`src/rtl/aes_ctrl_pkg.sv`:
```
// aes_ctrl_pkg
// Shared types and constants for the iterative AES-128 round controller:
// the controller FSM encoding, state/key width, default round count,
// reset value of the ShiftRows offsets and the round-key index width.
package aes_ctrl_pkg;

    localparam int          AES_DW         = 128;
    localparam int          AES_NR_DEFAULT = 10;
    localparam int          RK_IDX_W       = 4;
    // Row r offset lives in bits [2r+1:2r]; E4 = rows 3..0 shifted by 3,2,1,0.
    localparam logic [7:0]  SHIFT_DEFAULT  = 8'hE4;

    typedef enum logic [1:0] {
        ST_IDLE  = 2'd0,
        ST_KREQ  = 2'd1,
        ST_ROUND = 2'd2,
        ST_DONE  = 2'd3
    } ctrl_state_t;

endpackage

```
`src/rtl/aes_round_ctrl_if.sv`:
```
// aes_round_ctrl_if
// Bundles every non-clock signal of the round controller:
//   block input   : in_valid, in_ready, in_data
//   key expander  : rk_req, rk_idx, rk_valid, rk_data
//   round datapath: dp_state, dp_rk, dp_last, dp_result, shift_sel
//   offset config : cfg_we, cfg_shift, cfg_err
//   block output  : out_valid, out_ready, out_data
//   status        : busy, round
// master = controller side, slave = surrounding system (producer, key
// expander, datapath, consumer).
interface aes_round_ctrl_if
    import aes_ctrl_pkg::*;
#(
    parameter int DW = AES_DW
) ();

    logic                in_valid;
    logic                in_ready;
    logic [DW-1:0]       in_data;

    logic                rk_req;
    logic [RK_IDX_W-1:0] rk_idx;
    logic                rk_valid;
    logic [DW-1:0]       rk_data;

    logic [DW-1:0]       dp_state;
    logic [DW-1:0]       dp_rk;
    logic                dp_last;
    logic [DW-1:0]       dp_result;
    logic [7:0]          shift_sel;

    logic                cfg_we;
    logic [7:0]          cfg_shift;
    logic                cfg_err;

    logic                out_valid;
    logic                out_ready;
    logic [DW-1:0]       out_data;

    logic                busy;
    logic [RK_IDX_W-1:0] round;

    modport master (
        input  in_valid, in_data,
        output in_ready,
        output rk_req, rk_idx,
        input  rk_valid, rk_data,
        output dp_state, dp_rk, dp_last, shift_sel,
        input  dp_result,
        input  cfg_we, cfg_shift,
        output cfg_err,
        output out_valid, out_data,
        input  out_ready,
        output busy, round
    );

    modport slave (
        output in_valid, in_data,
        input  in_ready,
        input  rk_req, rk_idx,
        output rk_valid, rk_data,
        input  dp_state, dp_rk, dp_last, shift_sel,
        output dp_result,
        output cfg_we, cfg_shift,
        input  cfg_err,
        input  out_valid, out_data,
        output out_ready,
        input  busy, round
    );

endinterface

```
`src/rtl/aes_shift_cfg.sv`:
```
// aes_shift_cfg
// Holds the per-row ShiftRows offsets. Writes are only taken while the
// controller is idle so a block always runs with one fixed set of offsets;
// a write arriving while busy is dropped and flagged with a one-cycle
// cfg_err pulse on the following cycle.
// Ports:
//   clk, rst_n  clock, asynchronous active-low reset
//   cfg_we      write strobe
//   cfg_shift   new offsets, row r in [2r+1:2r]
//   idle        controller FSM is in IDLE
//   shift_sel   active offsets (resets to standard AES)
//   cfg_err     write rejected (registered pulse)
module aes_shift_cfg
    import aes_ctrl_pkg::*;
(
    input  logic       clk,
    input  logic       rst_n,
    input  logic       cfg_we,
    input  logic [7:0] cfg_shift,
    input  logic       idle,
    output logic [7:0] shift_sel,
    output logic       cfg_err
);

    always_ff @(posedge clk or negedge rst_n) begin
        if (!rst_n) begin
            shift_sel <= SHIFT_DEFAULT;
            cfg_err   <= 1'b0;
        end else begin
            cfg_err <= cfg_we & ~idle;
            // A write in the same IDLE cycle as block acceptance lands at the
            // same edge, so that block already sees the new offsets.
            if (cfg_we && idle) begin
                shift_sel <= cfg_shift;
            end
        end
    end

endmodule

```
`src/rtl/aes_round_ctrl.sv`:
```
// aes_round_ctrl
// Iterative AES-128 encryption controller. Owns the 128-bit state register,
// the round counter and the round-key register, and sequences an external
// combinational round datapath over NR rounds. Round keys are fetched one at
// a time from an external key expander.
// Ports:
//   clk, rst_n  clock, asynchronous active-low reset
//   bus         aes_round_ctrl_if.master: block input/output handshakes,
//               key request, datapath hookup, offset config, status
// Parameters:
//   NR  number of rounds (1..14)
//   DW  state/key width (128)
//
// state    | meaning
// ---------+------------------------------------------------------------
// ST_IDLE  | ready for a plaintext block; offsets may be written
// ST_KREQ  | requesting round key `round`; key 0 is XORed in directly
// ST_ROUND | one cycle: state_reg takes the datapath result
// ST_DONE  | ciphertext offered until the consumer accepts it
module aes_round_ctrl
    import aes_ctrl_pkg::*;
#(
    parameter int NR = AES_NR_DEFAULT,
    parameter int DW = AES_DW
) (
    input  logic              clk,
    input  logic              rst_n,
    aes_round_ctrl_if.master  bus
);

    localparam logic [RK_IDX_W-1:0] NR_L = RK_IDX_W'(NR);

    ctrl_state_t         st;
    logic [DW-1:0]       state_reg;
    logic [DW-1:0]       rk_reg;
    logic [RK_IDX_W-1:0] rnd;
    logic                idle;

    always_ff @(posedge clk or negedge rst_n) begin
        if (!rst_n) begin
            st        <= ST_IDLE;
            state_reg <= '0;
            rk_reg    <= '0;
            rnd       <= '0;
        end else begin
            case (st)
                ST_IDLE: begin
                    if (bus.in_valid) begin
                        state_reg <= bus.in_data;
                        rnd       <= '0;
                        st        <= ST_KREQ;
                    end
                end
                ST_KREQ: begin
                    if (bus.rk_valid) begin
                        if (rnd == '0) begin
                            // Initial AddRoundKey needs no datapath pass.
                            state_reg <= state_reg ^ bus.rk_data;
                            rnd       <= RK_IDX_W'(1);
                        end else begin
                            rk_reg <= bus.rk_data;
                            st     <= ST_ROUND;
                        end
                    end
                end
                ST_ROUND: begin
                    state_reg <= bus.dp_result;
                    if (rnd == NR_L) begin
                        st <= ST_DONE;
                    end else begin
                        rnd <= rnd + RK_IDX_W'(1);
                        st  <= ST_KREQ;
                    end
                end
                ST_DONE: begin
                    if (bus.out_ready) begin
                        st <= ST_IDLE;
                    end
                end
                default: st <= ST_IDLE;
            endcase
        end
    end

    assign idle = (st == ST_IDLE);

    // Decoded purely from registers, so no input reaches an output
    // combinationally.
    assign bus.in_ready  = idle;
    assign bus.rk_req    = (st == ST_KREQ);
    assign bus.out_valid = (st == ST_DONE);
    assign bus.busy      = ~idle;
    assign bus.dp_last   = (st == ST_ROUND) && (rnd == NR_L);

    assign bus.rk_idx    = rnd;
    assign bus.round     = rnd;
    assign bus.dp_state  = state_reg;
    assign bus.dp_rk     = rk_reg;
    // state_reg is frozen in DONE, which keeps out_data stable under stall.
    assign bus.out_data  = state_reg;

    aes_shift_cfg u_shift_cfg (
        .clk       (clk),
        .rst_n     (rst_n),
        .cfg_we    (bus.cfg_we),
        .cfg_shift (bus.cfg_shift),
        .idle      (idle),
        .shift_sel (bus.shift_sel),
        .cfg_err   (bus.cfg_err)
    );

endmodule

```
`src/flat_wrapper.sv`:
```
// flat-port wrapper written by rule: the top's interface ports become plain ports
module aes_round_ctrl_flat import aes_ctrl_pkg::*;
#(
    parameter int NR = AES_NR_DEFAULT,
    parameter int DW = AES_DW
)
  (clk, rst_n, bus_in_valid, bus_in_data, bus_in_ready, bus_rk_req, bus_rk_idx, bus_rk_valid, bus_rk_data, bus_dp_state, bus_dp_rk, bus_dp_last, bus_shift_sel, bus_dp_result, bus_cfg_we, bus_cfg_shift, bus_cfg_err, bus_out_valid, bus_out_data, bus_out_ready, bus_busy, bus_round);
  aes_round_ctrl_if #(.DW(DW)) bus_i ();
  input  logic clk;
  input  logic rst_n;
  input wire logic [$bits(bus_i.in_valid)-1:0] bus_in_valid;
  input wire logic [$bits(bus_i.in_data)-1:0] bus_in_data;
  output wire logic [$bits(bus_i.in_ready)-1:0] bus_in_ready;
  output wire logic [$bits(bus_i.rk_req)-1:0] bus_rk_req;
  output wire logic [$bits(bus_i.rk_idx)-1:0] bus_rk_idx;
  input wire logic [$bits(bus_i.rk_valid)-1:0] bus_rk_valid;
  input wire logic [$bits(bus_i.rk_data)-1:0] bus_rk_data;
  output wire logic [$bits(bus_i.dp_state)-1:0] bus_dp_state;
  output wire logic [$bits(bus_i.dp_rk)-1:0] bus_dp_rk;
  output wire logic [$bits(bus_i.dp_last)-1:0] bus_dp_last;
  output wire logic [$bits(bus_i.shift_sel)-1:0] bus_shift_sel;
  input wire logic [$bits(bus_i.dp_result)-1:0] bus_dp_result;
  input wire logic [$bits(bus_i.cfg_we)-1:0] bus_cfg_we;
  input wire logic [$bits(bus_i.cfg_shift)-1:0] bus_cfg_shift;
  output wire logic [$bits(bus_i.cfg_err)-1:0] bus_cfg_err;
  output wire logic [$bits(bus_i.out_valid)-1:0] bus_out_valid;
  output wire logic [$bits(bus_i.out_data)-1:0] bus_out_data;
  input wire logic [$bits(bus_i.out_ready)-1:0] bus_out_ready;
  output wire logic [$bits(bus_i.busy)-1:0] bus_busy;
  output wire logic [$bits(bus_i.round)-1:0] bus_round;
  assign bus_i.in_valid = bus_in_valid;
  assign bus_i.in_data = bus_in_data;
  assign bus_in_ready = bus_i.in_ready;
  assign bus_rk_req = bus_i.rk_req;
  assign bus_rk_idx = bus_i.rk_idx;
  assign bus_i.rk_valid = bus_rk_valid;
  assign bus_i.rk_data = bus_rk_data;
  assign bus_dp_state = bus_i.dp_state;
  assign bus_dp_rk = bus_i.dp_rk;
  assign bus_dp_last = bus_i.dp_last;
  assign bus_shift_sel = bus_i.shift_sel;
  assign bus_i.dp_result = bus_dp_result;
  assign bus_i.cfg_we = bus_cfg_we;
  assign bus_i.cfg_shift = bus_cfg_shift;
  assign bus_cfg_err = bus_i.cfg_err;
  assign bus_out_valid = bus_i.out_valid;
  assign bus_out_data = bus_i.out_data;
  assign bus_i.out_ready = bus_out_ready;
  assign bus_busy = bus_i.busy;
  assign bus_round = bus_i.round;
  aes_round_ctrl #(.NR(NR), .DW(DW)) u_core (.clk(clk), .rst_n(rst_n), .bus(bus_i));
endmodule
```
`config.mk`:
```
export PLATFORM = sky130hd
export DESIGN_NAME = aes_round_ctrl_flat
export DESIGN_NICKNAME = d
export VERILOG_FILES = /design/src/rtl/aes_ctrl_pkg.sv /design/src/rtl/aes_round_ctrl_if.sv /design/src/rtl/aes_shift_cfg.sv /design/src/rtl/aes_round_ctrl.sv /design/src/flat_wrapper.sv
export SDC_FILE = /design/constraint.sdc
export NUM_CORES = 1
export LEC_CHECK = 0
export BUFFER_PORTS_ARGS = -buffer_cell sky130_fd_sc_hd__buf_2
export CORE_AREA = 8 8 304 306
export DETAILED_ROUTE_END_ITERATION = 12
export DIE_AREA = 0 0 312 314
export GPL_TIMING_DRIVEN = 0
export PLACE_DENSITY = 0.35
export SLEW_MARGIN = 20
export SYNTH_ARGS = -nofsm -noshare
export SYNTH_HDL_FRONTEND = slang
export SYNTH_HIERARCHICAL = 1
export SYNTH_SLANG_ARGS = --single-unit
```
`constraint.sdc`:
```
create_clock -name clk -period 2.5 [get_ports clk]
set_input_delay 0.125 -clock clk [delete_from_list [all_inputs] [get_ports clk]]
set_output_delay 0.125 -clock clk [all_outputs]
set_load 0.02 [all_outputs]
```
After elaboration in Yosys (flattened, before gate mapping)
Index checks and enable logic that the tools add are counted.
W data, S select, Z words.
{ "totals": {"out_inout_bits": 406, "regBits": 271, "word_cells": 45, "input_bits": 398} }
{ "classes": {"bitwise": 4, "n_eq_ne": 10, "n_reduce_logical": 9, "mux": 15, "n_addsub": 1} }
{ "ops": {"columns": ["operator", "n"], "rows": [
  ["$mux W128", 3],
  ["$pmux W128 S3", 1],
  ["$xor A128 B128 Y128", 1],
  ["$mux W4", 4],
  ["$pmux W4 S3", 1],
  ["$mux W2", 5],
  ["$pmux W2 S4", 1],
  ["$reduce_and A4 Y1", 2],
  ["$ne A2 B1 Y1 const B", 3],
  ["$ne A2 B2 Y1 const B", 3],
  ["$reduce_and A5 Y1", 1],
  ["$add A4 B1 Y4 const B", 1],
  ["$eq A2 B2 Y1 const B", 2],
  ["$eq A4 B4 Y1 const B", 1],
  ["$logic_not A4 Y1", 1],
  ["$reduce_and A3 Y1", 1],
  ["$reduce_bool A3 Y1", 1],
  ["$eq A2 B1 Y1 const B", 1],
  ["$logic_and A1 B1 Y1", 2],
  ["$logic_not A2 Y1", 1],
  ["$not A1 Y1", 2],
  ["$and A1 B1 Y1", 1]
]} }

Longest topological paths before layout
Gate-level depths: netlist (run 1).
{ "depth": {"ltp_word": 4, "mapped_depth": 9, "ltp_nobuf": 6} }

Modules after synthesis
The synthesis (run 1) kept the hierarchy.
{ "by_module_without_submodules": {"columns": ["mod", "seq_area_each_um2", "area_each_um2", "cells_per_inst", "instances"], "rows": [
  ["aes_round_ctrl", 6556.3, 14300.0, 1579, 1],
  ["aes_shift_cfg", 230.2, 335.3, 19, 1]
]} }

Worst setup path after synthesis (run 1)
Ideal clock, no wire load.
{ "synth_path": {"kind": "register to register", "startpoint": "reg u_core.st[1]", "endpoint": "reg u_core.rk_reg[100], in the netlist u_core/bus.dp_rk[100]", "setup_slack_ps": 444, "t_arrival_ps": 1931, "n_path_buf": 2, "period_less_slack_ps": 2056, "stages_incl_launch_ff": 8, "setup_ps": 125, "required_ps": 2375, "cell_sequence": "dfrtp_1 -> inv_1 -> ha_1 -> inv_1 -> nor3_1 -> buf_4 -> buf_6 -> mux2_2"} }
{ "synth_between": {"elab_chain_len": 2} }
{ "synth_lines": {"columns": ["item", "line", "source"], "rows": [
  ["from (decl)", "aes_round_ctrl.sv:33", "ctrl_state_t st;"],
  ["from (signal assigned)", "aes_round_ctrl.sv:41", "st <= ST_IDLE;"],
  ["from (signal assigned)", "aes_round_ctrl.sv:51", "st <= ST_KREQ;"],
  ["from (signal assigned)", "aes_round_ctrl.sv:62", "st <= ST_ROUND;"],
  ["$eq A2 B1 Y1", null, null],
  ["named net bus_rk_req", "flat_wrapper.sv:14", "output wire logic [$bits(bus_i.rk_req)-1:0] bus_rk_req;"],
  ["$reduce_and A3 Y1 (no source line)", null, null],
  ["to (signal assigned)", "aes_round_ctrl.sv:61", "rk_reg <= bus.rk_data;"],
  ["to (decl)", "aes_round_ctrl.sv:35", "logic [DW-1:0] rk_reg;"]
]} }
The timed path passes the listed nets, and every way through them passes these cells.
A chain may end at the register's enable or synchronous reset.

Worst setup path in the final report (run 1)
{ "layout_path": {"startpoint": "reg u_core.st[0]", "endpoint": "reg u_core.state_reg[122], in the netlist u_core/bus.dp_state[122]"} }
{ "layout_between": {"elab_chain_len": 3, "word_cells_on_any_way": 9, "classes_between": "eq/ne: 5; mux: 1; reduce/logical: 3"} }
{ "layout_lines": {"columns": ["item", "line", "source"], "rows": [
  ["$eq A2 B1 Y1 (tied with other cells)", "aes_round_ctrl.sv:46", "case (st)"],
  ["$ne A2 B1 Y1 (no source line) (tied with other cells)", null, null],
  ["$reduce_and A4 Y1 (no source line)", null, null],
  ["to (signal assigned)", "aes_round_ctrl.sv:49", "state_reg <= bus.in_data;"],
  ["to (signal assigned)", "aes_round_ctrl.sv:58", "state_reg <= state_reg ^ bus.rk_data;"],
  ["to (signal assigned)", "aes_round_ctrl.sv:67", "state_reg <= bus.dp_result;"],
  ["to (decl)", "aes_round_ctrl.sv:34", "logic [DW-1:0] state_reg;"]
]} }
Parallel ways exist; a longest one is shown, timed or not.

==> impl_metrics.prom, run 1 <==
# TYPE chip_impl_metric gauge
chip_impl_metric{name="gp_routability_congestion",unit=""} 0.892
chip_impl_info{name="leading_cell_type_in_the_layout_fill_and_taps_excluded",value="sky130_fd_sc_hd__buf_2"} 1
chip_impl_info{name="rsz_0062_raised_after_global_routing",value="no"} 1
chip_impl_metric{name="yosys.area_share.simple",unit=""} 0.106
chip_impl_info{name="holdCritPathClass",value="input pin to register"} 1
chip_impl_info{name="end_kind",value="register"} 1
chip_impl_info{name="timing.setup.critical_path_class",value="register to register"} 1
chip_impl_metric{name="yosysTopAreaCellShare",unit=""} 0.457
chip_impl_metric{name="max_cap_violations",unit=""} 0
chip_impl_metric{name="power_per_cell_area",unit="nW/µm²"} 1470
chip_impl_metric{name="layout.core_utilization",unit=""} 0.291
chip_impl_metric{name="routedWlPerCell",unit="µm"} 21.7
chip_impl_info{name="clk_root_buffer_cell",value="sky130_fd_sc_hd__clkbuf_16"} 1
chip_impl_metric{name="wire_length_of_the_first_global_routing_pass",unit="µm"} 127000
chip_impl_info{name="cts_tree",value="built"} 1
chip_impl_metric{name="worst_pin_slew",unit="ns"} 0.845
chip_impl_info{name="terminating_pin_of_the_worst_hold_path",value="u_core/bus.dp_state[3]$_DFFE_PN0P_"} 1
chip_impl_metric{name="critPathRequiredTime",unit="ns"} 2.96
chip_impl_metric{name="yosys.area_share.adder",unit=""} 0.00769
chip_impl_metric{name="final_antenna_net_count",unit=""} 0
chip_impl_metric{name="total_standard_cell_area_after_synthesis",unit="µm²"} 14600
chip_impl_metric{name="timing.reg2reg.worst_path_depth",unit=""} 9
chip_impl_metric{name="area_growth_syn_to_layout",unit="%"} 74.4
chip_impl_metric{name="clkSinkCount",unit=""} 271
chip_impl_metric{name="placementRows",unit=""} 109
chip_impl_metric{name="finalNonFillerCells",unit=""} 4035
chip_impl_metric{name="layout_min_cycle_time",unit="ns"} 2.41
chip_impl_metric{name="post-route-worst-setup-slack",unit="ns"} 0.0949
chip_impl_metric{name="cts_inserted_buffers",unit=""} 40
chip_impl_metric{name="fin_nets",unit=""} 3242
chip_impl_metric{name="detailed_place_hpwl",unit="µm"} 67300
chip_impl_metric{name="hold_depth",unit=""} 5
chip_impl_metric{name="cellLeakagePower",unit="µW"} 0.0119
chip_impl_metric{name="dp_cells",unit=""} 3569
chip_impl_metric{name="number_of_hold_violations_in_the_final_report",unit=""} 0
chip_impl_metric{name="die_h",unit="µm"} 314
chip_impl_metric{name="floorplan.initialDensity",unit=""} 0.167
chip_impl_metric{name="clock_tree.htree_level_count",unit=""} 2
chip_impl_info{name="mostFrequentLayoutCells",value="831 x sky130_fd_sc_hd__buf_2, 384 x sky130_fd_sc_hd__dlygate4sd3_1, 352 x sky130_fd_sc_hd__o21ai_0, 265 x sky130_fd_sc_hd__dfrtp_1, 258 x sky130_fd_sc_hd__nand2_1"} 1
chip_impl_metric{name="drive_above_1_share",unit=""} 0.434
chip_impl_metric{name="synth_cells",unit=""} 1598
chip_impl_metric{name="met2WireLength",unit="µm"} 44300
chip_impl_info{name="end_of_the_worst_register_to_register_path",value="u_core/bus.dp_state[122]$_DFFE_PN0P_"} 1
chip_impl_metric{name="die_area",unit="µm²"} 98000
chip_impl_metric{name="grt_start_max_net_pins",unit=""} 77
chip_impl_metric{name="final.setup_skew",unit="ns"} 0.0149
chip_impl_metric{name="final_min_period_over_clock_period",unit=""} 0.962
chip_impl_metric{name="final_setup_violation_count",unit=""} 0
chip_impl_metric{name="worstPathMaxFanout",unit=""} 10
chip_impl_metric{name="max_freq",unit="MHz"} 416
chip_impl_metric{name="dr_total_vias",unit=""} 17100
chip_impl_metric{name="yosys_warnings",unit=""} 6
chip_impl_metric{name="antenna_violations_before_repair",unit=""} 8
chip_impl_metric{name="crit_path_arrival_time",unit="ns"} 2.86
chip_impl_metric{name="firstDrtPassIters",unit=""} 6
chip_impl_metric{name="number_of_global_route_vias_before_repair",unit=""} 18500
chip_impl_metric{name="muxShareOfSynthArea",unit=""} 0.107
chip_impl_info{name="post_synth_main_area_contributors",value="sky130_fd_sc_hd__dfrtp_1 46%, sky130_fd_sc_hd__o21ai_0 12%, sky130_fd_sc_hd__mux2_2 10%"} 1
chip_impl_metric{name="timing_max_transition_violations_final",unit=""} 0
chip_impl_metric{name="viasPerCell",unit=""} 4.24
chip_impl_metric{name="cts_max_path_buffers",unit=""} 3
chip_impl_metric{name="worstSkewPairLatency",unit="ns"} 0.54
chip_impl_metric{name="slew_headroom",unit=""} 0.437
chip_impl_metric{name="number_of_synthesized_register_bits",unit=""} 271
chip_impl_info{name="yosys.area.top_type",value="sky130_fd_sc_hd__dfrtp_1"} 1
chip_impl_metric{name="drt_drc_violations_left",unit=""} 0
chip_impl_metric{name="drt_iter0_markers",unit=""} 910
chip_impl_metric{name="grt_overflow",unit=""} 0
chip_impl_info{name="start_kind",value="register"} 1
chip_impl_metric{name="netlist-cell-type-count",unit=""} 34
chip_impl_info{name="worstHoldStart",value="bus_dp_result[3]"} 1
chip_impl_metric{name="power.ir.vdd_worst",unit="mV"} 0.686
chip_impl_metric{name="nFillCells",unit=""} 9435
chip_impl_metric{name="synthesis.area_per_instance",unit="µm²"} 9.16
chip_impl_metric{name="core_region",unit="µm²"} 87600
chip_impl_metric{name="clk_transition_reported_paths",unit="ns"} 0.05
chip_impl_metric{name="nets_in_the_synthesized_netlist",unit=""} 2005
chip_impl_metric{name="wl_met3",unit="µm"} 5070
chip_impl_metric{name="dp_worst_setup_slack",unit="ns"} -0.986
chip_impl_metric{name="chipWidth",unit="µm"} 312
chip_impl_metric{name="wirelength_met1",unit="µm"} 36000
chip_impl_metric{name="ff2ff_setup_slack",unit="ns"} 0.09
chip_impl_info{name="crit-reg2reg-launch",value="u_core/st[0]$_DFFE_PN0P_"} 1
chip_impl_info{name="route.top_layer_used",value="met5"} 1
chip_impl_metric{name="routed_wirelength",unit="µm"} 87400
chip_impl_metric{name="compound_cell_area_share_of_the_yosys_netlist",unit=""} 0.203
chip_impl_metric{name="num_io_pins",unit=""} 804
chip_impl_metric{name="globalRouteTotalUtil",unit=""} 0.169
chip_impl_metric{name="synth_seq_area_share",unit=""} 0.464
chip_impl_info{name="run_status",value="complete, no violations"} 1
chip_impl_metric{name="xor_xnor_fraction_of_synth_area",unit=""} 0
chip_impl_info{name="largest_family_of_logic_cells_by_synthesized_area",value="compound AO/OA/AOI/OAI gates"} 1
chip_impl_metric{name="port_buffers",unit=""} 803
worst max-delay path: stages (launching register included):
cell and delay, ns:
sky130_fd_sc_hd__dfrtp_1 0.46, sky130_fd_sc_hd__inv_1 0.20, sky130_fd_sc_hd__ha_1 0.18, sky130_fd_sc_hd__buf_2 0.17
sky130_fd_sc_hd__buf_4 0.32, sky130_fd_sc_hd__buf_4 0.31, sky130_fd_sc_hd__nand2_1 0.23, sky130_fd_sc_hd__o211ai_1 0.15
sky130_fd_sc_hd__o21ai_0 0.10, sky130_fd_sc_hd__o21ai_0 0.18
cells by family after synthesis:
kind of cell | after synthesis
DFF | 271
and+or+nand+nor | 401
AOI/OAI and AO/OA | 523
adders and majority gates | 9
buffers and inverters | 255
muxes | 139
flip-flops by register name (all words and copies together), names as in the netlist:
register / flops
u_core/bus.dp_rk: 128
u_core/st: 2
u_core/u_shift_cfg/cfg_err: 1
u_core/u_shift_cfg/shift_sel: 8
u_core/bus.dp_state: 128
u_core/bus.rk_idx: 4
area by class of cell:
type / count / area, µm² / area share
diodes: 8 / 20.0 / 0.000785
plain buffers: 243 / 1720 / 0.0672
clock buffers: 63 / 1150 / 0.0450
clock inverters: 6 / 105 / 0.00412
inverters: 9 / 33.8 / 0.00132
multi-input cells: 1072 / 6220 / 0.244
flip-flops and latches: 271 / 6790 / 0.266
well taps: 1165 / 1460 / 0.0571
repair buffers: 1198 / 8030 / 0.315
metrics by stage:
| stage | total power (µW) | setup TNS (ns) | cell area, µm² | hold WS [ns] |
|---|---|---|---|---|
| global route | 40200 | 0 | 25500 | 0.0654 |
| floorplan | 21900 | 0 | 14600 | -0.171 |
| finish | 37500 | 0 | 25500 | 0.0492 |
| CTS | 38000 | 0 | 25400 | 0.00122 |
| global placement | 31300 | -1364.70 | 20100 | 0.357 |
| detailed placement | 31400 | -103.33 | 20200 | 0.0997 |
repair_timing:
| action | CTS | global route |
|---|---|---|
| endpoints found under the setup margin | 160 | 243 |
| hold buffers | 384 | 0 |
| gates resized for setup | 26 | 36 |
| buffers inserted | 2 | 6 |
| endpoints found under the hold margin | 369 | 0 |
| pin swaps | 1 | 1 |
worst max-delay path by stage:
stage,depth (start not counted),end,from
after global placement,1,u_core/bus.dp_rk[68]$_DFFE_PN0P_,rst_n
after detailed placement,8,u_core/bus.dp_state[126]$_DFFE_PN0P_,u_core/st[0]$_DFFE_PN0P_
after floorplan,7,u_core/bus.dp_rk[100]$_DFFE_PN0P_,u_core/st[1]$_DFFE_PN0P_
after CTS,8,u_core/bus.dp_state[53]$_DFFE_PN0P_,u_core/st[0]$_DFFE_PN0P_
final,9,u_core/bus.dp_state[122]$_DFFE_PN0P_,u_core/st[0]$_DFFE_PN0P_
after global routing,9,u_core/bus.dp_state[110]$_DFFE_PN0P_,u_core/st[0]$_DFFE_PN0P_
Yosys cell counts:
| master | n |
|---|---|
| sky130_fd_sc_hd__o21ai_0 | 352 |
| sky130_fd_sc_hd__dfrtp_1 | 267 |
| sky130_fd_sc_hd__nand2_1 | 258 |
| sky130_fd_sc_hd__buf_4 | 142 |
| sky130_fd_sc_hd__mux2_2 | 136 |
| sky130_fd_sc_hd__nor2_1 | 131 |
| sky130_fd_sc_hd__o211ai_1 | 127 |
| sky130_fd_sc_hd__buf_2 | 46 |
| sky130_fd_sc_hd__o21ai_1 | 38 |
| sky130_fd_sc_hd__clkbuf_1 | 34 |
| sky130_fd_sc_hd__buf_6 | 12 |
| sky130_fd_sc_hd__clkbuf_2 | 12 |
| sky130_fd_sc_hd__ha_1 | 9 |
| sky130_fd_sc_hd__inv_1 | 9 |
| sky130_fd_sc_hd__dfstp_2 | 4 |
| sky130_fd_sc_hd__mux2i_1 | 2 |
| sky130_fd_sc_hd__nand3_1 | 2 |
| sky130_fd_sc_hd__a21boi_0 | 1 |
| sky130_fd_sc_hd__a31o_2 | 1 |
| sky130_fd_sc_hd__a31oi_1 | 1 |
| sky130_fd_sc_hd__a41oi_1 | 1 |
| sky130_fd_sc_hd__and2b_2 | 1 |
| sky130_fd_sc_hd__and4b_1 | 1 |
| sky130_fd_sc_hd__and4bb_1 | 1 |
| sky130_fd_sc_hd__mux2_4 | 1 |
| sky130_fd_sc_hd__nand2_2 | 1 |
| sky130_fd_sc_hd__nand2b_1 | 1 |
| sky130_fd_sc_hd__nand3b_1 | 1 |
| sky130_fd_sc_hd__nor2_2 | 1 |
| sky130_fd_sc_hd__nor3_1 | 1 |
| sky130_fd_sc_hd__nor3b_1 | 1 |
| sky130_fd_sc_hd__o211ai_4 | 1 |
| sky130_fd_sc_hd__o31a_1 | 1 |
| sky130_fd_sc_hd__or4b_1 | 1 |
where the power goes:
part           total (µW)  internal (µW)  switching (µW)
clock network        5600           3440            2160
logic               23100           8530           14600
registers            8780           6760            2020
layer usage:
layer,vias to the layer above,track usage
li1,7926,-
met1,8374,0.203
met2,686,0.304
met3,106,0.0384
met4,4,0.0446
met5,-,0
No activity file was read; power rests on OpenSTA's default activity.
==> inputs of run 2 (changes only) <==
MAX_ROUTING_LAYER = met4   (was default)
RECOVER_POWER = 25   (was default)
==> impl_metrics.prom, run 2 (same netlist as run 1, synthesis figures left out) <==
# TYPE chip_impl_metric gauge
chip_impl_info{name="rsz_0062_raised_after_global_routing",value="yes"} 1
chip_impl_metric{name="cts_max_path_buffers",unit=""} 3
chip_impl_metric{name="number_of_global_route_vias_before_repair",unit=""} 18700
chip_impl_metric{name="nFillCells",unit=""} 9427
chip_impl_metric{name="critPathRequiredTime",unit="ns"} 2.94
chip_impl_metric{name="routedWlPerCell",unit="µm"} 21.9
chip_impl_info{name="mostFrequentLayoutCells",value="798 x sky130_fd_sc_hd__buf_2, 386 x sky130_fd_sc_hd__dlygate4sd3_1, 352 x sky130_fd_sc_hd__o21ai_0, 264 x sky130_fd_sc_hd__dfrtp_1, 258 x sky130_fd_sc_hd__nand2_1"} 1
chip_impl_metric{name="power_per_cell_area",unit="nW/µm²"} 1470
chip_impl_metric{name="multi_input_comb_area",unit="µm²"} 6230
chip_impl_metric{name="power_frac_comb",unit=""} 0.616
chip_impl_metric{name="drive_above_1_share",unit=""} 0.425
chip_impl_metric{name="clk_transition_reported_paths",unit="ns"} 0.06
chip_impl_metric{name="cts_inserted_buffers",unit=""} 38
chip_impl_metric{name="detailed_place.area",unit="µm²"} 20200
chip_impl_metric{name="final_setup_violation_count",unit=""} 0
chip_impl_info{name="timing.setup.critical_path_class",value="register to register"} 1
chip_impl_info{name="worstHoldStart",value="bus_dp_result[121]"} 1
chip_impl_metric{name="clkSinkCount",unit=""} 271
chip_impl_metric{name="drt_iter0_markers",unit=""} 878
chip_impl_metric{name="floorplan.initialDensity",unit=""} 0.167
chip_impl_metric{name="crit_path_arrival_time",unit="ns"} 2.77
chip_impl_metric{name="viasPerCell",unit=""} 4.23
chip_impl_metric{name="final_min_period_over_clock_period",unit=""} 0.932
chip_impl_metric{name="num_io_pins",unit=""} 804
chip_impl_metric{name="die_h",unit="µm"} 314
chip_impl_metric{name="timing_max_transition_violations_final",unit=""} 0
chip_impl_info{name="leading_cell_type_in_the_layout_fill_and_taps_excluded",value="sky130_fd_sc_hd__buf_2"} 1
chip_impl_metric{name="fin_nets",unit=""} 3238
chip_impl_info{name="end_of_the_worst_register_to_register_path",value="u_core/bus.rk_idx[0]$_DFFE_PN0P_"} 1
chip_impl_metric{name="detailed_place_hpwl",unit="µm"} 67600
chip_impl_metric{name="firstDrtPassIters",unit=""} 5
chip_impl_metric{name="power.ir.vdd_worst",unit="mV"} 0.624
chip_impl_info{name="crit-reg2reg-launch",value="u_core/st[0]$_DFFE_PN0P_"} 1
chip_impl_metric{name="ff2ff_setup_slack",unit="ns"} 0.17
chip_impl_metric{name="max_freq",unit="MHz"} 429
chip_impl_info{name="clk_root_buffer_cell",value="sky130_fd_sc_hd__clkbuf_16"} 1
chip_impl_metric{name="net-switching-power",unit="µW"} 18900
chip_impl_metric{name="globalRouteTotalUtil",unit=""} 0.176
chip_impl_info{name="start_kind",value="register"} 1
chip_impl_metric{name="chipWidth",unit="µm"} 312
chip_impl_metric{name="gp_routability_congestion",unit=""} 0.894
chip_impl_metric{name="timing.reg2reg.worst_path_depth",unit=""} 7
chip_impl_metric{name="power_frac_clock",unit=""} 0.149
chip_impl_metric{name="drt_drc_violations_left",unit=""} 0
chip_impl_info{name="holdCritPathClass",value="input pin to register"} 1
chip_impl_metric{name="placementRows",unit=""} 109
chip_impl_metric{name="ff_latch_area",unit="µm²"} 6790
chip_impl_metric{name="final.setup_skew",unit="ns"} 0.0150
chip_impl_metric{name="max_cap_violations",unit=""} 0
chip_impl_metric{name="slew_headroom",unit=""} 0.147
chip_impl_metric{name="hold_depth",unit=""} 5
chip_impl_metric{name="grt_start_max_net_pins",unit=""} 82
chip_impl_metric{name="wire_length_of_the_first_global_routing_pass",unit="µm"} 128000
chip_impl_info{name="end_kind",value="register"} 1
chip_impl_metric{name="worst_pin_slew",unit="ns"} 1.28
chip_impl_metric{name="port_buffers",unit=""} 803
chip_impl_info{name="terminating_pin_of_the_worst_hold_path",value="u_core/bus.dp_state[121]$_DFFE_PN0P_"} 1
chip_impl_metric{name="intPower",unit="µW"} 18600
chip_impl_metric{name="number_of_hold_violations_in_the_final_report",unit=""} 0
chip_impl_metric{name="clock_tree.htree_level_count",unit=""} 2
chip_impl_metric{name="final_design_area_no_fill",unit="µm²"} 25400
chip_impl_info{name="cts_tree",value="built"} 1
chip_impl_metric{name="antenna_violations_before_repair",unit=""} 5
chip_impl_metric{name="area_growth_syn_to_layout",unit="%"} 73.8
chip_impl_metric{name="core_region",unit="µm²"} 87600
chip_impl_info{name="run_status",value="complete, no violations"} 1
chip_impl_metric{name="worstSkewPairLatency",unit="ns"} 0.55
chip_impl_metric{name="grt_overflow",unit=""} 0
chip_impl_metric{name="dr_total_vias",unit=""} 17000
chip_impl_metric{name="layout_min_cycle_time",unit="ns"} 2.33
chip_impl_metric{name="pwr-share-seq",unit=""} 0.234
chip_impl_metric{name="worstPathMaxFanout",unit=""} 19
chip_impl_metric{name="final_antenna_net_count",unit=""} 0
chip_impl_metric{name="die_area",unit="µm²"} 98000
chip_impl_metric{name="cellLeakagePower",unit="µW"} 0.0118
chip_impl_metric{name="routed_wirelength",unit="µm"} 88400
chip_impl_metric{name="hold_slack",unit="ns"} 0.0505
chip_impl_metric{name="setup-tns-final",unit="ns"} 0
chip_impl_metric{name="sw_frac_of_total",unit=""} 0.505
[run 2: power by group through the flow]
stage	logic [µW]	registers, µW	clock network (µW)
after floorplan	11000	10900	0
after global placement	22500	8760	0
after detailed placement	22600	8830	0
after CTS	23400	8800	5840
after global routing	25100	9130	5970
final	23100	8790	5610
[run 2: worst max path at each step]
stage,slack [ns],from,to,cells after the start
global route,-0.01,u_core/st[0]$_DFFE_PN0P_,u_core/bus.dp_state[12]$_DFFE_PN0P_,9
global placement,-4.77,rst_n,u_core/bus.dp_rk[76]$_DFFE_PN0P_,1
floorplan,0.44,u_core/st[1]$_DFFE_PN0P_,u_core/bus.dp_rk[100]$_DFFE_PN0P_,7
finish,0.17,u_core/st[0]$_DFFE_PN0P_,u_core/bus.rk_idx[0]$_DFFE_PN0P_,7
CTS,0.01,u_core/bus.rk_idx[1]$_DFFE_PN0P_,u_core/bus.dp_state[121]$_DFFE_PN0P_,7
detailed placement,-0.94,u_core/st[0]$_DFFE_PN0P_,u_core/bus.dp_state[120]$_DFFE_PN0P_,8
[run 2: stage by stage]
stage                     power [µW]  utilization  setup WS, ns  instances
after floorplan                21900            -         0.444       1598
after global placement         31300        0.230         -4.77       3566
after detailed placement       31500        0.231        -0.943       3569
after CTS                      38100        0.290       0.00957       4025
after global routing           40200        0.290       -0.0128       4030
final                          37500        0.290         0.169       4031
[run 2: area by class of cell]
class                      count  area share
antenna                        6    0.000590
buffer                       245      0.0681
clock buffer                  62      0.0474
clock inverter                 7     0.00246
inverter                       9     0.00133
multi-input combinational   1072       0.245
sequential                   271       0.267
tap                         1165      0.0573
timing repair buffer        1194       0.311
[run 2: layer usage]
metal	track usage	vias to the layer above	part of all wire
met5	-	-	0
met4	0.0418	0	0.024
met3	0.0329	120	0.054
met2	0.312	668	0.51
met1	0.205	8354	0.41
li1	-	7906	-
[run 2: critical path, stage by stage, from the launching register on]
cell	delay (ns)
sky130_fd_sc_hd__dfrtp_2	0.46
sky130_fd_sc_hd__inv_1	0.18
sky130_fd_sc_hd__ha_4	0.31
sky130_fd_sc_hd__buf_6	0.20
sky130_fd_sc_hd__nand2_1	0.17
sky130_fd_sc_hd__buf_2	0.42
sky130_fd_sc_hd__o21ai_0	0.18
sky130_fd_sc_hd__mux2_4	0.28
[run 2: what timing repair did]
| action | in CTS | in global routing |
|---|---|---|
| endpoints found under the setup margin | 204 | 239 |
| setup buffers | 2 | 0 |
| pin swaps | 1 | 0 |
| hold endpoints to repair | 326 | 0 |
| resized for setup | 27 | 42 |
| hold buffers | 386 | 0 |
==> inputs of run 3 (changes only) <==
CORE_AREA = 2 2 316 318   (was 8 8 304 306)
DIE_AREA = 0 0 318 320   (was 0 0 312 314)
GPL_TIMING_DRIVEN = 1   (was 0)
PLACE_DENSITY = 0.33   (was 0.35)
==> impl_metrics.prom, run 3 (same netlist as run 1, synthesis figures left out) <==
# TYPE chip_impl_metric gauge
chip_impl_info{name="run_status",value="finished, violations left"} 1
chip_impl_info{name="failing_checks",value="capacitance limit, slew limit"} 1
chip_impl_metric{name="max_freq",unit="MHz"} 423
chip_impl_metric{name="timing.reg2reg.worst_path_depth",unit=""} 10
chip_impl_metric{name="slew_headroom",unit=""} -0.296
chip_impl_info{name="leading_cell_type_in_the_layout_fill_and_taps_excluded",value="sky130_fd_sc_hd__buf_2"} 1
chip_impl_metric{name="number_of_hold_violations_in_the_final_report",unit=""} 0
chip_impl_metric{name="clkSinkCount",unit=""} 271
chip_impl_metric{name="finalNonFillerCells",unit=""} 3965
chip_impl_metric{name="die_area",unit="µm²"} 102000
chip_impl_metric{name="net-switching-power",unit="µW"} 17400
chip_impl_metric{name="area_growth_syn_to_layout",unit="%"} 68.2
chip_impl_metric{name="drt_drc_violations_left",unit=""} 0
chip_impl_info{name="timing.setup.critical_path_class",value="register to register"} 1
chip_impl_metric{name="clk_transition_reported_paths",unit="ns"} 0.06
chip_impl_info{name="end_of_the_worst_register_to_register_path",value="u_core/bus.dp_state[94]$_DFFE_PN0P_"} 1
chip_impl_metric{name="grt_start_max_net_pins",unit=""} 77
chip_impl_metric{name="placementRows",unit=""} 115
chip_impl_metric{name="floorplan.initialDensity",unit=""} 0.149
chip_impl_metric{name="sw_frac_of_total",unit=""} 0.478
chip_impl_info{name="end_kind",value="register"} 1
chip_impl_metric{name="worstPathMaxFanout",unit=""} 25
chip_impl_metric{name="worstSkewPairLatency",unit="ns"} 0.55
chip_impl_info{name="rsz_0062_raised_after_global_routing",value="no"} 1
chip_impl_metric{name="drt_iter0_markers",unit=""} 858
chip_impl_metric{name="fin_nets",unit=""} 3054
chip_impl_metric{name="grt_overflow",unit=""} 0
chip_impl_metric{name="routedWlPerCell",unit="µm"} 18.3
chip_impl_metric{name="dp_cells",unit=""} 3497
chip_impl_metric{name="layout_min_cycle_time",unit="ns"} 2.36
chip_impl_metric{name="worst_pin_slew",unit="ns"} 1.94
chip_impl_info{name="mostFrequentLayoutCells",value="802 x sky130_fd_sc_hd__buf_2, 385 x sky130_fd_sc_hd__dlygate4sd3_1, 352 x sky130_fd_sc_hd__o21ai_0, 266 x sky130_fd_sc_hd__dfrtp_1, 257 x sky130_fd_sc_hd__nand2_1"} 1
chip_impl_metric{name="layout.core_utilization",unit=""} 0.251
chip_impl_metric{name="final_setup_violation_count",unit=""} 0
chip_impl_metric{name="port_buffers",unit=""} 803
chip_impl_metric{name="intPower",unit="µW"} 19000
chip_impl_metric{name="cellLeakagePower",unit="µW"} 0.0111
chip_impl_metric{name="final_min_period_over_clock_period",unit=""} 0.945
chip_impl_metric{name="viasPerCell",unit=""} 4.05
chip_impl_metric{name="timing_max_transition_violations_final",unit=""} 59
chip_impl_metric{name="wire_length_of_the_first_global_routing_pass",unit="µm"} 104000
chip_impl_metric{name="detailed_place.area",unit="µm²"} 19400
chip_impl_metric{name="firstDrtPassIters",unit=""} 5
chip_impl_info{name="crit-reg2reg-launch",value="u_core/st[0]$_DFFE_PN0P_"} 1
chip_impl_metric{name="gp_routability_congestion",unit=""} 0.861
chip_impl_metric{name="pwr-share-seq",unit=""} 0.238
chip_impl_metric{name="globalRouteTotalUtil",unit=""} 0.136
chip_impl_metric{name="routed_wirelength",unit="µm"} 72500
chip_impl_metric{name="final_antenna_net_count",unit=""} 0
chip_impl_info{name="clk_root_buffer_cell",value="sky130_fd_sc_hd__clkbuf_16"} 1
chip_impl_metric{name="power_frac_comb",unit=""} 0.614
chip_impl_info{name="start_kind",value="register"} 1
chip_impl_metric{name="chipWidth",unit="µm"} 318
chip_impl_metric{name="max_cap_violations",unit=""} 1
chip_impl_metric{name="power_frac_clock",unit=""} 0.147
chip_impl_metric{name="die_h",unit="µm"} 320
chip_impl_metric{name="dr_total_vias",unit=""} 16000
chip_impl_metric{name="number_of_global_route_vias_before_repair",unit=""} 16400
chip_impl_metric{name="critPathRequiredTime",unit="ns"} 2.97
chip_impl_info{name="cts_tree",value="built"} 1
chip_impl_metric{name="antenna_violations_before_repair",unit=""} 7
chip_impl_info{name="terminating_pin_of_the_worst_hold_path",value="u_core/bus.dp_rk[123]$_DFFE_PN0P_"} 1
chip_impl_info{name="worstHoldStart",value="bus_rk_data[123]"} 1
chip_impl_metric{name="power_per_cell_area",unit="nW/µm²"} 1480
chip_impl_metric{name="num_io_pins",unit=""} 804
chip_impl_metric{name="clock_tree.htree_level_count",unit=""} 2
chip_impl_metric{name="ff2ff_setup_slack",unit="ns"} 0.14
chip_impl_metric{name="crit_path_arrival_time",unit="ns"} 2.83
chip_impl_metric{name="nFillCells",unit=""} 10700
chip_impl_metric{name="final_design_area_no_fill",unit="µm²"} 24600
chip_impl_info{name="holdCritPathClass",value="input pin to register"} 1
chip_impl_metric{name="cts_max_path_buffers",unit=""} 3
chip_impl_metric{name="setup-tns-final",unit="ns"} 0
chip_impl_metric{name="power.ir.vdd_worst",unit="mV"} 0.716
chip_impl_metric{name="core_region",unit="µm²"} 98000
chip_impl_metric{name="cts_inserted_buffers",unit=""} 37
chip_impl_metric{name="drive_above_1_share",unit=""} 0.404
chip_impl_metric{name="detailed_place_hpwl",unit="µm"} 51400
chip_impl_metric{name="hold_depth",unit=""} 2
chip_impl_metric{name="final.setup_skew",unit="ns"} 0.0183
==> run 3: final cells by class <==
cell class | instances | area [µm²] | share of cell area
Antenna cell | 7 | 17.5 | 0.000712
Multi-Input combinational cell | 1072 | 6250 | 0.254
Tap cell | 1287 | 1610 | 0.0654
Timing Repair Buffer | 1256 | 8720 | 0.354
Sequential cell | 271 | 6790 | 0.276
Clock inverter | 10 | 125 | 0.00508
Inverter | 9 | 37.5 | 0.00153
Clock buffer | 53 | 1070 | 0.0433
==> run 3: worst max-delay path by stage <==
stage	slack [ns]	start	endpoint
after floorplan	0.44	u_core/st[1]$_DFFE_PN0P_	u_core/bus.dp_rk[100]$_DFFE_PN0P_
after global placement	0.32	u_core/st[1]$_DFFE_PN0P_	u_core/bus.dp_rk[48]$_DFFE_PN0P_
after detailed placement	0.33	u_core/st[1]$_DFFE_PN0P_	u_core/bus.dp_rk[36]$_DFFE_PN0P_
after CTS	0.02	u_core/st[0]$_DFFE_PN0P_	u_core/bus.dp_state[94]$_DFFE_PN0P_
after global routing	0.006	u_core/st[0]$_DFFE_PN0P_	u_core/bus.dp_state[5]$_DFFE_PN0P_
final	0.14	u_core/st[0]$_DFFE_PN0P_	u_core/bus.dp_state[94]$_DFFE_PN0P_
==> run 3: worst max-delay path, cell delays in order, from the launching register on <==
cell and delay (ns):
sky130_fd_sc_hd__dfrtp_2 0.44, sky130_fd_sc_hd__clkinvlp_4 0.12, sky130_fd_sc_hd__buf_4 0.13, sky130_fd_sc_hd__ha_4 0.23, sky130_fd_sc_hd__buf_16 0.22, sky130_fd_sc_hd__buf_4 0.17
sky130_fd_sc_hd__nand2_1 0.05, sky130_fd_sc_hd__o211ai_1 0.08, sky130_fd_sc_hd__o21ai_0 0.11, sky130_fd_sc_hd__dlygate4sd3_1 0.57, sky130_fd_sc_hd__o21ai_0 0.15
==> run 3: what timing repair did <==
item,CTS,global route
resized for setup,0,8
hold buffers,385,0
endpoints found under the hold margin,313,0
buffers inserted,0,9
endpoints found under the setup margin,0,51
==> run 3: power by group through the flow <==
| stage | Sequential, µW | Combinational, µW | Clock (µW) |
|---|---|---|---|
| 6_report | 8680 | 22400 | 5370 |
| 5_1_grt | 9000 | 24300 | 5790 |
| 4_1_cts | 8710 | 21800 | 5630 |
| 3_5_place_dp | 8750 | 19800 | 0 |
| 3_3_place_gp | 8680 | 19800 | 0 |
| 2_1_floorplan | 10900 | 11000 | 0 |
==> run 3: per-layer routing <==
layer | vias to the layer above | GRT usage | share of wire
met2 | 619 | 0.241 | 0.52
li1 | 7524 | - | -
met5 | - | - | 0
met1 | 7814 | 0.152 | 0.40
met4 | 0 | 0.0401 | 0.025
met3 | 90 | 0.0296 | 0.062
==> run 3: stage by stage <==
stage / hold slack, ns / setup WS [ns] / total power, µW
finish: 0.0498 / 0.137 / 36400
CTS: 0.00128 / 0.0214 / 36200
global placement: 0.131 / 0.321 / 28400
global route: 0.0259 / 0.00618 / 39100
floorplan: -0.171 / 0.444 / 21900
detailed placement: 0.132 / 0.326 / 28600
